`config.mk`:
```
export PLATFORM = sky130hd
export DESIGN_NAME = host_cmd_parser
export DESIGN_NICKNAME = d
export VERILOG_FILES = /design/src/rtl/host_reg_pkg.sv /design/src/rtl/sync_2ff.sv /design/src/rtl/host_cmd_parser.sv
export SDC_FILE = /design/constraint.sdc
export NUM_CORES = 1
export LEC_CHECK = 0
export BUFFER_PORTS_ARGS = -buffer_cell sky130_fd_sc_hd__buf_2
export CAP_MARGIN = 0
export CELL_PAD_IN_SITES_DETAIL_PLACEMENT = 1
export CELL_PAD_IN_SITES_GLOBAL_PLACEMENT = 1
export CORE_MARGIN = 5
export CORE_UTILIZATION = 42
export CTS_CLUSTER_SIZE = 25
export DETAILED_ROUTE_END_ITERATION = 10
export PLACE_DENSITY_LB_ADDON = 0.25
export SLEW_MARGIN = 20
export SYNTH_ARGS = -nofsm -noshare
export SYNTH_HDL_FRONTEND = slang
export SYNTH_SLANG_ARGS = --single-unit
```
`constraint.sdc`:
```
create_clock -name clk -period 2.59 [get_ports clk]
set_input_delay 0.518 -clock clk [delete_from_list [all_inputs] [get_ports clk]]
set_output_delay 0.518 -clock clk [all_outputs]
set_load 0.02 [all_outputs]
```
`src/rtl/host_reg_pkg.sv`:
```
// Shared definitions for the host command parser: opcodes, FSM state encoding
// and the byte shifted out while no read data is being returned.
package host_reg_pkg;

    localparam logic [7:0] OP_WR        = 8'h02;
    localparam logic [7:0] OP_RD        = 8'h03;
    localparam logic [7:0] TX_IDLE_BYTE = 8'h00;

    typedef enum logic [2:0] {
        ST_IDLE    = 3'd0,
        ST_OPCODE  = 3'd1,
        ST_ADDR    = 3'd2,
        ST_WR_DATA = 3'd3,
        ST_RD_DATA = 3'd4,
        ST_IGNORE  = 3'd5
    } state_t;

    function automatic logic is_known_op(input logic [7:0] op);
        return (op == OP_WR) || (op == OP_RD);
    endfunction

endpackage

```
`src/rtl/sync_2ff.sv`:
```
// Two-flop synchronizer for a single asynchronous level; the reset value is
// chosen by the instantiating block.
module sync_2ff #(
    parameter logic RST_VAL = 1'b1
) (
    input  logic clk,
    input  logic rst_n,
    input  logic d,
    output logic q
);

    logic meta_r;

    // Two-stage capture of the asynchronous input.
    always_ff @(posedge clk or negedge rst_n) begin
        if (!rst_n) begin
            meta_r <= RST_VAL;
            q      <= RST_VAL;
        end else begin
            meta_r <= d;
            q      <= meta_r;
        end
    end

endmodule

```
`src/rtl/host_cmd_parser.sv`:
```
// SPI host command parser: decodes opcode/address/data frames from the byte
// interface into register-bank write and prefetching read strobes.
module host_cmd_parser
    import host_reg_pkg::*;
(
    input  logic       clk,
    input  logic       rst_n,
    input  logic       arm_scs,
    input  logic       rx_vld,
    input  logic [7:0] rx_data,
    output logic [7:0] tx_data,
    output logic [7:0] reg_addr,
    output logic       reg_wr_en,
    output logic [7:0] reg_wr_data,
    output logic       reg_rd_en,
    input  logic [7:0] reg_rd_data,
    output logic       cmd_err,
    output logic       busy
);

    logic   scs_s;
    logic   scs_d_r;
    state_t state_r;
    logic   is_wr_r;
    logic   inc_pend_r;
    logic   cap_pend_r;

    sync_2ff #(.RST_VAL(1'b1)) u_scs_sync (
        .clk   (clk),
        .rst_n (rst_n),
        .d     (arm_scs),
        .q     (scs_s)
    );

    assign busy = ~scs_s;

    // Frame FSM with registered strobes, address counter and tx capture.
    always_ff @(posedge clk or negedge rst_n) begin
        if (!rst_n) begin
            scs_d_r     <= 1'b1;
            state_r     <= ST_IDLE;
            is_wr_r     <= 1'b0;
            inc_pend_r  <= 1'b0;
            cap_pend_r  <= 1'b0;
            tx_data     <= TX_IDLE_BYTE;
            reg_addr    <= 8'h00;
            reg_wr_data <= 8'h00;
            reg_wr_en   <= 1'b0;
            reg_rd_en   <= 1'b0;
            cmd_err     <= 1'b0;
        end else begin
            scs_d_r    <= scs_s;
            reg_wr_en  <= 1'b0;
            reg_rd_en  <= 1'b0;
            cmd_err    <= 1'b0;
            inc_pend_r <= 1'b0;
            cap_pend_r <= reg_rd_en;
            if (scs_s) begin
                // Frame over: pending increments and read captures are dropped.
                state_r    <= ST_IDLE;
                cap_pend_r <= 1'b0;
                tx_data    <= TX_IDLE_BYTE;
            end else begin
                if (inc_pend_r) begin
                    reg_addr <= reg_addr + 8'd1;
                end else begin
                    reg_addr <= reg_addr;
                end
                case (state_r)
                    ST_IDLE: begin
                        tx_data <= TX_IDLE_BYTE;
                        if (scs_d_r) begin
                            state_r <= ST_OPCODE;
                        end else begin
                            state_r <= ST_IDLE;
                        end
                    end
                    ST_OPCODE: begin
                        tx_data <= TX_IDLE_BYTE;
                        if (rx_vld) begin
                            if (is_known_op(rx_data)) begin
                                is_wr_r <= (rx_data == OP_WR);
                                state_r <= ST_ADDR;
                            end else begin
                                cmd_err <= 1'b1;
                                state_r <= ST_IGNORE;
                            end
                        end else begin
                            state_r <= ST_OPCODE;
                        end
                    end
                    ST_ADDR: begin
                        tx_data <= TX_IDLE_BYTE;
                        if (rx_vld) begin
                            reg_addr <= rx_data;
                            if (is_wr_r) begin
                                state_r <= ST_WR_DATA;
                            end else begin
                                reg_rd_en <= 1'b1;
                                state_r   <= ST_RD_DATA;
                            end
                        end else begin
                            state_r <= ST_ADDR;
                        end
                    end
                    ST_WR_DATA: begin
                        // Address advances one clk after the strobe it qualified.
                        if (rx_vld) begin
                            reg_wr_data <= rx_data;
                            reg_wr_en   <= 1'b1;
                            inc_pend_r  <= 1'b1;
                        end else begin
                            reg_wr_data <= reg_wr_data;
                        end
                    end
                    ST_RD_DATA: begin
                        if (cap_pend_r) begin
                            tx_data <= reg_rd_data;
                        end else begin
                            tx_data <= tx_data;
                        end
                        if (rx_vld) begin
                            reg_addr  <= reg_addr + 8'd1;
                            reg_rd_en <= 1'b1;
                        end else begin
                            reg_rd_en <= 1'b0;
                        end
                    end
                    ST_IGNORE: begin
                        tx_data <= TX_IDLE_BYTE;
                    end
                    default: begin
                        tx_data <= TX_IDLE_BYTE;
                        state_r <= ST_IDLE;
                    end
                endcase
            end
        end
    end

endmodule

```
# After elaboration in Yosys (flattened, before gate mapping)
# Cells that the tools add are included.
# Widths: inputs -> output; s select.
# word_totals
register_bits,35
inputBits,20
output_inout_bits,28
# classes
addsub,1
eq_ne,10
mux,26
bitwise_logic,1
reduce_logical,6
# op_table
cell,n
$mux 8,5
$pmux 8 s2,2
$eq 8x2->1 const B,2
$mux 3,5
$mux 1,12
$pmux 3 s4,1
$add 8x1->8 const B,1
$eq 3x2->1 const B,2
$eq 3x3->1 const B,2
$ne 2x1->1 const B,2
$reduce_and 4->1,1
$eq 3x1->1 const B,1
$logic_not 3->1,1
$ne 3x2->1 const B,1
$reduce_and 3->1,1
$reduce_or 3->1,1
$pmux 1 s2,1
$reduce_and 2->1,1
$logic_or 1x1->1,1
$not 1->1,1

# Longest topological paths before layout
# Gate-level depths: netlist of run 1.
# depth
word_depth,6
depth_mapped,6
mapped_depth_nobuf,6

# By module
# Synthesis of run 1 repeated with hierarchy kept, for this count alone.
# unflattened
cells_unflattened,186
area_unflattened_um2,1879.3
# by_module_without_submodules
module,instances,cells_each,area_per_inst_um2
host_cmd_parser,1,184,1826.8
sync_2ff,1,2,52.6

# Least setup slack after synthesis of run 1
# OpenSTA, ideal clock, no wires.
# synth_path
path_kind,flip-flop to flip-flop
from,register reg_addr[0]
to,register reg_addr[6]
arrival_ns,1.553
path_slack_ns,0.951
path_stages_with_launch,7
path_buffers,0
period_less_slack_ns,1.639
cell_sequence,dfrtp_1 -> ha_1 -> nand2_1 -> or3_4 -> nor2_4 -> a22oi_2 -> o221ai_2
# synth_between
elab_chain_len,4
# synth_lines
element,line,rtl
"start, declared",host_cmd_parser.sv:12,"output logic [7:0] reg_addr,"
"start signal, assigned",host_cmd_parser.sv:65,reg_addr <= reg_addr + 8'd1;
"start signal, assigned",host_cmd_parser.sv:67,reg_addr <= reg_addr;
"start signal, assigned",host_cmd_parser.sv:95,reg_addr <= rx_data;
$add 8x1->8 (*),"host_cmd_parser.sv:65, host_cmd_parser.sv:123",
$mux 8,host_cmd_parser.sv:64,if (inc_pend_r) begin
"$mux 8, on equally long branches","host_cmd_parser.sv:122, host_cmd_parser.sv:94",
$pmux 8 s2 (*),host_cmd_parser.sv:69,case (state_r)
# Every way passes the cells marked *; elsewhere a longest branch is shown, timed or not.
# A chain may end at the register's enable or synchronous reset.

# Worst setup path after layout of run 1
# layout_path
from,register u_scs_sync.q
to,output busy
# layout_between
elab_chain_len,1
# layout_lines
element,line,rtl
"start, declared",sync_2ff.sv:9,output logic q
"start signal, assigned",sync_2ff.sv:21,q <= meta_r;
$not 1->1 (no source line),n/a,
"end, declared",host_cmd_parser.sv:18,output logic busy
# No other way between the ends.

==> results of run 1 <==
## layer usage
metal | part of all wire, % | track usage, % | vias to the layer above
met2 | 49 | 28.95 | 41
met5 | 0 | 0 | -
met4 | 1.2 | 5.769 | 0
li1 | - | - | 763
met3 | 5.1 | 4.567 | 5
met1 | 45 | 24.26 | 796
## synth_stat cells, types with 3 or more instances
library cell / instances / area share, %
buf_2: 6 / 1.6
nor4_1: 3 / 1.0
nor3_1: 6 / 1.6
nand3_1: 5 / 1.3
nor2_1: 17 / 3.4
xor2_1: 3 / 1.4
mux2_2: 8 / 4.8
dfstp_2: 3 / 4.2
clkbuf_1: 3 / 0.60
a22oi_1: 3 / 1.2
a21oi_1: 11 / 2.9
xnor2_1: 4 / 1.9
a22o_1: 9 / 4.2
nor2b_1: 3 / 1.0
o21ai_0: 17 / 4.6
dfrtp_1: 32 / 43
inv_1: 6 / 1.2
nand2_1: 17 / 3.4
## worst min path at each step
stage / depth (start not counted) / end / from
2_1_floorplan: 0 / cap_pend_r / rst_n
3_3_place_gp: 0 / u_scs_sync.q / u_scs_sync.meta_r
3_5_place_dp: 0 / u_scs_sync.q / u_scs_sync.meta_r
4_1_cts: 1 / u_scs_sync.meta_r / arm_scs
5_1_grt: 1 / u_scs_sync.meta_r / arm_scs
6_report: 1 / state_r[0] / rst_n
## through the flow
| step | utilization, % | hold slack [ns] |
|---|---|---|
| after detailed placement | 48.67 | 0.3530 |
| after global routing | 50.64 | 0.3092 |
| after global placement | 48.67 | 0.3463 |
| after CTS | 50.64 | 0.3171 |
| final | 50.64 | 0.3026 |
| after floorplan | - | 0.2224 |
## power by group
part	leakage (nW)	switching [W]	internal, W	total [W]
logic	0.523	0.000191	0.000126	0.000317
clock network	0.0412	0.000204	0.000188	0.000392
registers	0.463	0.000102	0.000598	0.000700
## registers in the layout, summed over array words and instances, names as in the netlist, 3 cells and up
name         cells
reg_addr         8
state_r          3
reg_wr_data      8
tx_data          8
## cell families after synthesis
kind of cell               count (synthesis)
and+or+nand+nor                           67
adders and majority gates                  1
AOI/OAI and AO/OA                         54
buffers and inverters                     19
xor gates and xnor gates                   8
DFF                                       35
muxes                                      8
## worst reg2reg max path, stage by stage, from the launching register on
cell	delay, ns
dfrtp_1	0.58
nor3b_4	0.39
nand2_1	0.18
o21ai_0	0.25
a21oi_1	0.11
o221ai_2	0.17
## layout by cell type, fill, tap and decap left out, types with 2 or more instances in the layout
cell type | netlist | layout
xor2_1 | 3 | 3
nor2b_1 | 3 | 3
o21ai_0 | 17 | 17
dfrtp_1 | 32 | 32
a21oi_1 | 11 | 11
or2_2 | 2 | 2
dfstp_2 | 3 | 3
o211ai_1 | 2 | 2
clkbuf_8 | 0 | 5
nand3_1 | 5 | 5
mux2_2 | 8 | 8
nor2_4 | 2 | 2
and3_1 | 2 | 2
a22o_1 | 9 | 9
buf_2 | 6 | 47
inv_1 | 6 | 6
a22oi_1 | 3 | 3
nand2_1 | 17 | 17
nor4_1 | 3 | 3
a32oi_1 | 2 | 2
nand4_1 | 2 | 2
a21o_1 | 2 | 2
nor2_1 | 17 | 17
xnor2_1 | 4 | 4
nor3_1 | 6 | 6
## layout make-up
class | count | area share [%]
Timing Repair Buffer | 47 | 10.74
Multi-Input combinational cell | 138 | 41.03
Tap cell | 52 | 2.971
Clock buffer | 6 | 3.314
Clock inverter | 2 | 0.5714
Inverter | 7 | 1.200
Sequential cell | 35 | 40.17
==> run summary, run 1 <==
The setup path with the least slack is of type flip-flop to primary output. Walking the worst path, the cells encountered are inv_2 > buf_2. Buffers inserted during clock tree synthesis total 5. The xor and xnor area share after synthesis came out at 4.153%.

The final setup violation count came out at 0. The number of setup buffers added after CTS is 0. The count of pins over their slew limit is 0. The number of cells on the worst reg-to-reg path is 5. The nature of the critical path startpoint is a flip-flop. Across all layers, the routed design uses ~1600 vias. The run finished with clean final reports. The relative max-transition margin came out at 48.16%.

The combinational family with the most area after synthesis is compound AO/OA/AOI/OAI gates. The final total power is 0.001409 W. The hold buffer count at CTS came out at 0. Clock latency on the worst-skew pair, taken at its later pin, is 0.29 ns. The core footprint came out at about 4300 µm².

The routability-driven placement congestion ratio came out at 0.7986. Following the worst setup path forward leads to its endpoint at busy. For this run, the leading register cell type out of synthesis is dfrtp_1. Using the TritonRoute via totals, the vias-per-cell ratio works out to 5.592.

The CTS tree is built. The pre-CTS setup slack came out at about 0.8 ns. The worst register-to-register path ends at reg_addr[6]. The critical path contains buffers and inverters numbering 2 combined. Counting flops with an async set or reset pin after synthesis yields a share of 100.0%. The maximum clock insertion buffer count is 2. Summing all multi-input logic gate instances after layout gives about 900 µm². The number of nets with antenna violations after routing is 0.

The top-level I/O count is 48. The via count of the first global-routing pass is 1753. The worst IR drop on VDD came out at 0.0002883 V. The initial antenna violation count came out at 0. The netlist area before placement came out at 1868 µm². The cell family contributing the most delay on the critical path is flip-flops. The number of cells in the finished layout apart from fillers is 287. The area of all placed cells without fillers came out at about 2200 µm². The depth of the CTS H-tree is 2.

The endpoint required time on the critical path is 2.07 ns. In this run the power density over the cells is 643.6 nW/µm². The post-detailed-routing wire length came out at 5.042 mm. The clock drives 35 sinks. The number of nets in the layout is 255.

Clock-pin slew was measured on the worst setup and hold paths at 0.07 ns. Summed over all layers, the global routing overflow is 0. The repair_antennas step left the layout with diodes totalling 0.

The synthesized netlist devotes 19.56% of its cell area to compound gates. The global router's overall resource usage came out at 18.22%. The final worst-path cycle share came out at between 70% and 80%. The mux cell area share after synthesis came out at 4.823%. The storage element area came out at about 900 µm².

The placed instances occupy a cell area of between 2000 and 2500 µm². The area growth from synthesis to final layout came out at 17.21%. For this run, the slowest stage of the critical path takes ~0.8 ns. The leakage power came out at about 1.0 nW. Max-cap violations in this run came to 0. The effective utilization at floorplan came out at a little over two fifths. The floorplan step set the die height to 76.69 µm. The fmax came out at ~0.51 GHz. The shortest clock period the worst path allows after layout came out at 1.976 ns.

The unique cell type count in the Yosys netlist came out at 47. Row generation in the floorplan step produced 24 rows. The peak fanout along the critical path came out at 18. On the final layout, the worst clock skew is 0.003610 ns.

The fraction of final layout cells with drive strength greater than 1 is 32.77%. In this run the critical register-to-register path is launched from state_r[1]. The simple-gate portion of the synthesized area came out at 18.89%. The transition time of the tightest slew-check pin came out at 0.7775 ns. In this run the worst setup path begins at u_scs_sync.q.

The total die area is 5881 µm². The post-route worst setup slack came out at 0.6145 ns. The logic depth of the worst path, buffers included came out at 2. Of the synthesized area, sequential elements account for between 40 and 50%.

The wire length of the first global-routing pass came out at 8.749 mm. The first routing iteration left roughly 160 violations. The total nets after synthesis is 213. The number of filler instances in the final layout came out at 543.

Synthesis inferred 35 register bits. In this run the register-to-register setup slack is roughly 0.82 ns. The number of enable-type register cells in the synthesized netlist came out at 0.

The pin count of the biggest net entering global routing came out at 36. The data arrival time of the critical path is about 1.5 ns. The number of hold violations in the final report came to 0.

The master of the slowest instance on the critical path is dfstp_2. For the final routed database, the setup TNS stands at 0 ns. The die outline width came out at ~77 µm. Dividing the detail-routed wire length by the instance count gives 17.57 µm. The half-perimeter wire length after detailed placement came out at ~3.6 mm.

The average cell area after synthesis is approximately 10 µm². After Yosys synthesis, full adders, half adders and majority gates account for 0.6698% of the synthesized area. The count of TritonRoute iterations in the first routing pass came out at 4. The path class of the tightest hold or removal check is primary input to asynchronous set/reset pin. The number of DRC violations after detailed routing is 0. The gate count after technology mapping came out at around 190. After detailed placement, the design holds a cell count of ~280. The cell sitting at the root of the clock tree is a clkbuf_8. The number of buffer cells added on primary ports came out at 47. The kind of capture point of the worst setup path is a primary output.

For this run, the number of Yosys warnings is 0. The count of cells resized by post-cts repair is 0. Setup repair after global routing left no endpoint under its margin.
Note: power is estimated with default switching activity, not from simulation.
==> run 2, diff against run 1 <==
--- a/config.mk
+++ b/config.mk
@@ -10,7 +10,7 @@
 export CELL_PAD_IN_SITES_DETAIL_PLACEMENT = 1
 export CELL_PAD_IN_SITES_GLOBAL_PLACEMENT = 1
 export CORE_MARGIN = 5
-export CORE_UTILIZATION = 42
+export CORE_UTILIZATION = 39
 export CTS_CLUSTER_SIZE = 25
 export DETAILED_ROUTE_END_ITERATION = 10
 export PLACE_DENSITY_LB_ADDON = 0.25
==> constraint.sdc (replaced) <==
create_clock -name clk -period 1.9 [get_ports clk]
set_input_delay 0.38 -clock clk [delete_from_list [all_inputs] [get_ports clk]]
set_output_delay 0.38 -clock clk [all_outputs]
set_load 0.02 [all_outputs]
==> run summary, run 2 (synthesized netlist as in run 1, its figures left out) <==
The leakage power came out at 1.063 nW (+3.5%). The run finished with clean final reports. The initial antenna violation count is 0 (unchanged). The worst IR drop on VDD is 0.0004912 V (+70%). The net switching power is 0.0006818 W (+37%). The total die area is 6274 µm² (+6.7%). The depth of the CTS H-tree came out at 2 (unchanged). The final setup violation count is 0 (unchanged).

The critical path is of the flip-flop to flip-flop type. The top-level I/O count is 48 (unchanged). The vertical die dimension came out at 79.21 µm (+3.3%). The largest registers in the layout are reg_addr (8), reg_wr_data (8), tx_data (8). The startpoint of the worst-slack reg-to-reg timing path is reg_addr[0]. The clock edge transition at the registers on the reported setup and hold paths is 0.07 ns (about the same). The clock group share of total power is 27.2% (-0.6 points). The number of nets in the layout came out at 262 (+2.7%). The number of buffer cells added on primary ports came out at 47 (unchanged). The effective utilization at floorplan is 39.81% (-3.4 points).

The maximum clock insertion buffer count came to 2 (unchanged). The final worst-path cycle share is 91.85%. The share of the core filled with cells in the final layout came to 47.84% (-2.8 points). The global router's overall resource usage is 17.16% (-1.1 points).

The via count of the first global-routing pass came out at 1675 (-4.4%). The switching part of the total was 35.03% (-0.23 points). The cell count of the worst reg-to-reg path is 5 (unchanged).

The post-detailed-routing wire length came to 5.175 mm (+2.6%). The number of setup buffers added after CTS came out at 0 (unchanged). The number of hold violations in the final report came out at 0 (unchanged). The CTS tree is built.

The setup TNS came out at 0 ns (unchanged). The combinational power share is 25.3% (+2.8 points). The design internal power is 0.001264 W (+39%). The half-perimeter wire length after detailed placement came out at 3.825 mm (+4.8%). The transition time of the tightest slew-check pin is 0.4471 ns (-0.3305 ns). The max-cap check violation count is 0 (unchanged). The number of DRC violations after detailed routing came out at 0 (unchanged). The total global routing overflow came to 0 (unchanged). The number of filler instances in the final layout is 568 (+4.6%). In this run the critical register-to-register path is captured at reg_addr[6]. The power per cell area came out at 867.1 nW/µm² (+35%). The cell area after placement came to 2160 µm² (+2.6%). The library cells used most frequently in the layout, excluding fill and tap cells, are buf_2 (47), dfrtp_1 (32), nand2_1 (17), nor2_1 (17), o21ai_0 (17). The number of DRC markers after the initial detailed-route iteration is 65 (-58%).

The count of pins over their slew limit was 0 (unchanged). The area growth from synthesis to final layout is 20.16%. The nature of the critical path startpoint is a flip-flop.

The setup slack of the most critical reg-to-reg path came out at 0.15 ns (-0.67 ns). The total number of vias is 1622 (+1.1%). The count of TritonRoute iterations in the first routing pass came out at 4 (unchanged).

The wire length of the first global-routing pass came out at 8.438 mm (-3.6%). The post-detailed-route wirelength per cell is 17.48 µm (-0.48%). The pin count of the biggest net entering global routing came out at 36 (unchanged).

Based on the critical path, the design can be clocked at up to 0.5730 GHz. The number of sinks on the clock net is 35 (unchanged). The final setup skew is 0.006366 ns (+0.002756 ns). The hold buffer count at CTS came out at 0 (unchanged). The relative max-transition margin was 69.97% (+22 points). The number of buffers inserted during clock tree synthesis came out at 5 (unchanged). The core footprint came out at 4692 µm² (+8.5%). The count of cells resized by post-cts repair came out at 0 (unchanged).

The path class of the tightest hold or removal check is primary input to asynchronous set/reset pin. The endpoint required time on the critical path came out at 2.07 ns (about the same). The die outline width is 79.21 µm (+3.3%).

The antenna diode instance count came to 0 (unchanged). The number of nets with antenna violations after routing is 0 (unchanged). The insertion delay of the later-clocked pin in the worst-skew pair is 0.29 ns (about the same). The routability-driven placement congestion ratio is 0.8097 (+1.4%). Setup repair after global routing left no endpoint under its margin. The shortest clock period the worst path allows after layout is 1.745 ns. The area of all placed cells without fillers is 2245 µm² (+2.5%). The most common cell after layout, fill and taps aside is buf_2. The average via count per standard cell is 5.480 (-2.0%).

The data arrival time of the critical path came to 1.91 ns (+0.45 ns). STA classifies the critical path endpoint as a flip-flop. The fraction of final layout cells with drive strength greater than 1 came out at 34.71% (+1.9 points). The share of total power in sequential cells came out at 47.6% (-2.1 points).

The row count is 25 (+4.2%). Clock tree synthesis selected as its root buffer the cell clkbuf_8. The peak fanout along the critical path is 8 (-10).
run 2: cell types whose count changed in the layout (fill, tap and decap cells not counted), sizes merged:
cell and delta:
buf +7
run 2: final cells by class:
cell class | instances | area (µm²) | share of cell area, %
well taps | 54 | 67.56 | 3.010
inverters | 7 | 26.28 | 1.171
multi-input cells | 138 | 898.4 | 40.02
clock inverters | 2 | 12.51 | 0.5574
repair buffers | 54 | 287.8 | 12.82
flip-flops and latches | 35 | 879.6 | 39.19
clock buffers | 6 | 72.57 | 3.233
run 2: power groups by stage:
stage / sequential [W] / combinational (W) / clock, W
2_1_floorplan: 0.000986 / 0.000249 / 0
5_1_grt: 0.000942 / 0.000531 / 0.000577
3_5_place_dp: 0.000941 / 0.000491 / 0
3_3_place_gp: 0.000943 / 0.000488 / 0
6_report: 0.000926 / 0.000492 / 0.000528
4_1_cts: 0.000927 / 0.000493 / 0.000551
run 2: worst max-delay path, cell delays in order, from the launching register on:
cell,delay [ns]
dfrtp_1,0.49
ha_1,0.34
nand2_1,0.12
or3_4,0.37
a21oi_1,0.20
o221ai_2,0.11
run 2: worst max-delay path by stage:
stage                        to         from  cells past startpoint  slack (ns)
CTS                 reg_addr[6]  reg_addr[0]                      5        0.16
detailed placement  reg_addr[6]  reg_addr[0]                      5        0.18
finish              reg_addr[6]  reg_addr[0]                      5        0.15
global route        reg_addr[6]  reg_addr[0]                      5        0.05
floorplan           reg_addr[6]  reg_addr[0]                      6        0.26
global placement    reg_addr[6]  reg_addr[0]                      5        0.18
run 2: stage by stage:
stage	hold WS, ns	worst slack [ns]	cells	total power (W)
2_1_floorplan	0.08441	0.2612	192	0.001235
3_3_place_gp	0.3456	0.1804	288	0.001431
3_5_place_dp	0.3568	0.1844	288	0.001432
4_1_cts	0.1292	0.1622	296	0.001972
5_1_grt	0.1515	0.04778	296	0.002050
6_report	0.1088	0.1548	296	0.001946
run 2: metal layers:
| layer | track usage [%] | share of wire, % |
|---|---|---|
| met1 | 23.21 | 47 |
| met5 | 0 | 0 |
| met2 | 27.19 | 47 |
| met4 | 4.639 | 1.2 |
| met3 | 4.422 | 4.9 |
==> run 3, diff against run 2 <==
--- a/config.mk
+++ b/config.mk
@@ -5,14 +5,15 @@
 export SDC_FILE = /design/constraint.sdc
 export NUM_CORES = 1
 export LEC_CHECK = 0
-export BUFFER_PORTS_ARGS = -buffer_cell sky130_fd_sc_hd__buf_2
 export CAP_MARGIN = 0
 export CELL_PAD_IN_SITES_DETAIL_PLACEMENT = 1
 export CELL_PAD_IN_SITES_GLOBAL_PLACEMENT = 1
 export CORE_MARGIN = 5
-export CORE_UTILIZATION = 39
+export CORE_UTILIZATION = 49
+export CTS_BUF_LIST = sky130_fd_sc_hd__clkbuf_2 sky130_fd_sc_hd__clkbuf_4 sky130_fd_sc_hd__clkbuf_8
 export CTS_CLUSTER_SIZE = 25
 export DETAILED_ROUTE_END_ITERATION = 10
+export DONT_BUFFER_PORTS = 1
 export PLACE_DENSITY_LB_ADDON = 0.25
 export SLEW_MARGIN = 20
 export SYNTH_ARGS = -nofsm -noshare
==> run summary, run 3 (synthesized netlist as in run 1, its figures left out) <==
The global router's overall resource usage was 21.31% (+4.2 points). The endpoint required time on the critical path came out at 2.07 ns (about the same). The largest registers in the layout are reg_addr (8), reg_wr_data (8), tx_data (8). The pin count of the biggest net entering global routing came out at 36 (unchanged).

The design internal power is 0.001261 W (-0.24%). The number of DRC markers after the initial detailed-route iteration is 79 (+22%). The number of DRC violations after detailed routing is 0 (unchanged).

The maximum clock insertion buffer count came to 2 (unchanged). The tightest min-delay check is of the primary input to flip-flop type. The effective utilization at floorplan came to 50.64% (+11 points). The clock group share of total power is 28.0% (+0.8 points).

The top-level I/O count is 48 (unchanged). The depth of the CTS H-tree came out at 2 (unchanged). The minimum hold slack is 0.08238 ns (-0.02640 ns). The data arrival time of the critical path came out at 1.87 ns (-0.04 ns).

The number of nets with antenna violations after routing is 0 (unchanged). The number of buffers inserted during clock tree synthesis is 5 (unchanged). The library cells used most frequently in the layout, excluding fill and tap cells, are dfrtp_1 (32), nand2_1 (17), nor2_1 (17), o21ai_0 (17), a21oi_1 (11).

The count of pins over their slew limit came out at 0 (unchanged). The number of filler instances in the final layout came to 431 (-24%). The final setup skew came to 0.008051 ns (+0.001685 ns). The critical path in this run is classified as flip-flop to flip-flop. The flow ran to the end, and the final reports show no timing, DRC or antenna violations. The final setup violation count came out at 0 (unchanged). The cell area after placement came out at 1939 µm² (-10%). The die outline width is 71.75 µm (-9.4%). The max-cap check violation count is 0 (unchanged). The number of nets in the layout was 220 (-16%). The insertion delay of the later-clocked pin in the worst-skew pair is 0.29 ns (about the same).

The combinational power share came out at 25.7% (+0.4 points). The core footprint is 3689 µm² (-21%). The area growth from synthesis to final layout came out at 10.45%. The total die area was 5147 µm² (-18%).

TritonCTS built the clock tree. The share of total power in sequential cells is 46.3% (-1.3 points). The row count came out at 22 (-12%). The switching part of the total was 35.90% (+0.86 points). The total global routing overflow came to 0 (unchanged). The half-perimeter wire length after detailed placement came out at 3.838 mm (+0.35%). The peak fanout along the critical path came out at 12 (+4). The fmax came to 0.5901 GHz (+3.0%). The total number of vias is 1524 (-6.0%). The wire length of the first global-routing pass is 8.542 mm (+1.2%). The number of hold violations in the final report came out at 0 (unchanged). Leaving out fill and tap cells, the most frequent cell in the layout is dfrtp_1.

The count of TritonRoute iterations in the first routing pass came out at 4 (unchanged). The worst IR drop on VDD came to 0.0004830 V (-1.7%). The number of setup buffers added after CTS is 0 (unchanged). The transition time of the tightest slew-check pin came out at 0.4792 ns (+0.03213 ns).

STA classifies the critical path startpoint as a flip-flop. The setup TNS came out at 0 ns (unchanged). The net switching power came out at 0.0007063 W (+3.6%). The average via count per standard cell came out at 6.145 (+12%). The clock edge transition at the registers on the reported setup and hold paths came to 0.08 ns (about the same).

The routability-driven placement congestion ratio is 0.8450 (+4.4%). The setup slack of the most critical reg-to-reg path is 0.21 ns (+0.05 ns). The cell sitting at the root of the clock tree is a clkbuf_8. Setup repair after global routing left no endpoint under its margin. The area of all placed cells without fillers was 2063 µm² (-8.1%). The via count of the first global-routing pass is 1708 (+2.0%). The fraction of final layout cells with drive strength greater than 1 is 21.50% (-13 points). The number of sinks on the clock net is 35 (unchanged). The post-detailed-route wirelength per cell is 20.85 µm (+19%). The relative max-transition margin came out at 68.05% (-1.9 points). The antenna diode instance count came out at 0 (unchanged). The final total power came out at 0.001968 W (+1.1%). The leakage power was 0.8692 nW (-18%). The final worst-path cycle share is 89.19% (-2.7 points).

The number of buffer cells added on primary ports came out at 0 (-100%). The power per cell area came to 953.7 nW/µm² (+10%). The share of the core filled with cells in the final layout is 55.94% (+8.1 points).

STA classifies the critical path endpoint as a flip-flop. The vertical die dimension is 71.75 µm (-9.4%). The initial antenna violation count is 0 (unchanged). The post-detailed-routing wire length is 5.170 mm (about the same). The shortest clock period the worst path allows after layout is 1.695 ns (-0.05051 ns).
[run 3: cell types whose count changed in the layout (fill, tap and decap cells not counted), sizes merged]
cell	before	now
dlygate4sd3	0	1
buf	54	11
clkinvlp	1	2
clkbuf	6	5
[run 3: critical path, stage by stage (launching register included)]
cell and delay [ns]:
dfrtp_1 0.56, nor2b_1 0.25, nand2_1 0.14, nor2_4 0.25, mux2_2 0.38
[run 3: worst paths after layout]
kind | to | cells past startpoint | start
setup / recovery | reg_wr_data[7] | 4 | state_r[2]
hold / removal | u_scs_sync.meta_r | 0 | arm_scs
setup reg to reg | reg_wr_data[7] | 4 | state_r[2]
hold reg to reg | u_scs_sync.q | 0 | u_scs_sync.meta_r
max in group asynchronous | u_scs_sync.meta_r | 2 | rst_n
min in group asynchronous | reg_addr[0] | 2 | rst_n
[run 3: power groups by stage]
stage,sequential (W),clock [W],combinational [W]
after floorplan,0.000986,0,0.000249
after global routing,0.000922,0.000604,0.000554
after CTS,0.000913,0.000563,0.000505
after detailed placement,0.000927,0,0.000478
after global placement,0.000923,0,0.000461
final,0.000912,0.000551,0.000505
[run 3: per-layer routing]
metal	wire length (µm)	track usage [%]
met1	2107	25.82
met2	2481	34.18
met3	463	6.872
met4	118	10.23
met5	0	0
[run 3: area by class of cell]
type                       instances  area (µm²)  area share, %
multi-input combinational        138       903.4          43.78
sequential                        35       879.6          42.63
timing repair buffer              12       105.1          5.094
clock buffer                       5       68.82          3.335
tap                               48       60.06          2.911
inverter                           7       26.28          1.273
clock inverter                     3       20.02         0.9703
[run 3: what timing repair did]
item                                   CTS  global route
endpoints found under the hold margin   35             0
resized for setup                        0             1
setup endpoints to repair                0             1
hold buffers                             2             0
[run 3: stage by stage]
| step | instances | worst slack [ns] |
|---|---|---|
| floorplan | 192 | 0.2612 |
| global placement | 238 | 0.2697 |
| detailed placement | 238 | 0.2022 |
| CTS | 248 | 0.1208 |
| global route | 248 | 0.02320 |
| finish | 248 | 0.2053 |
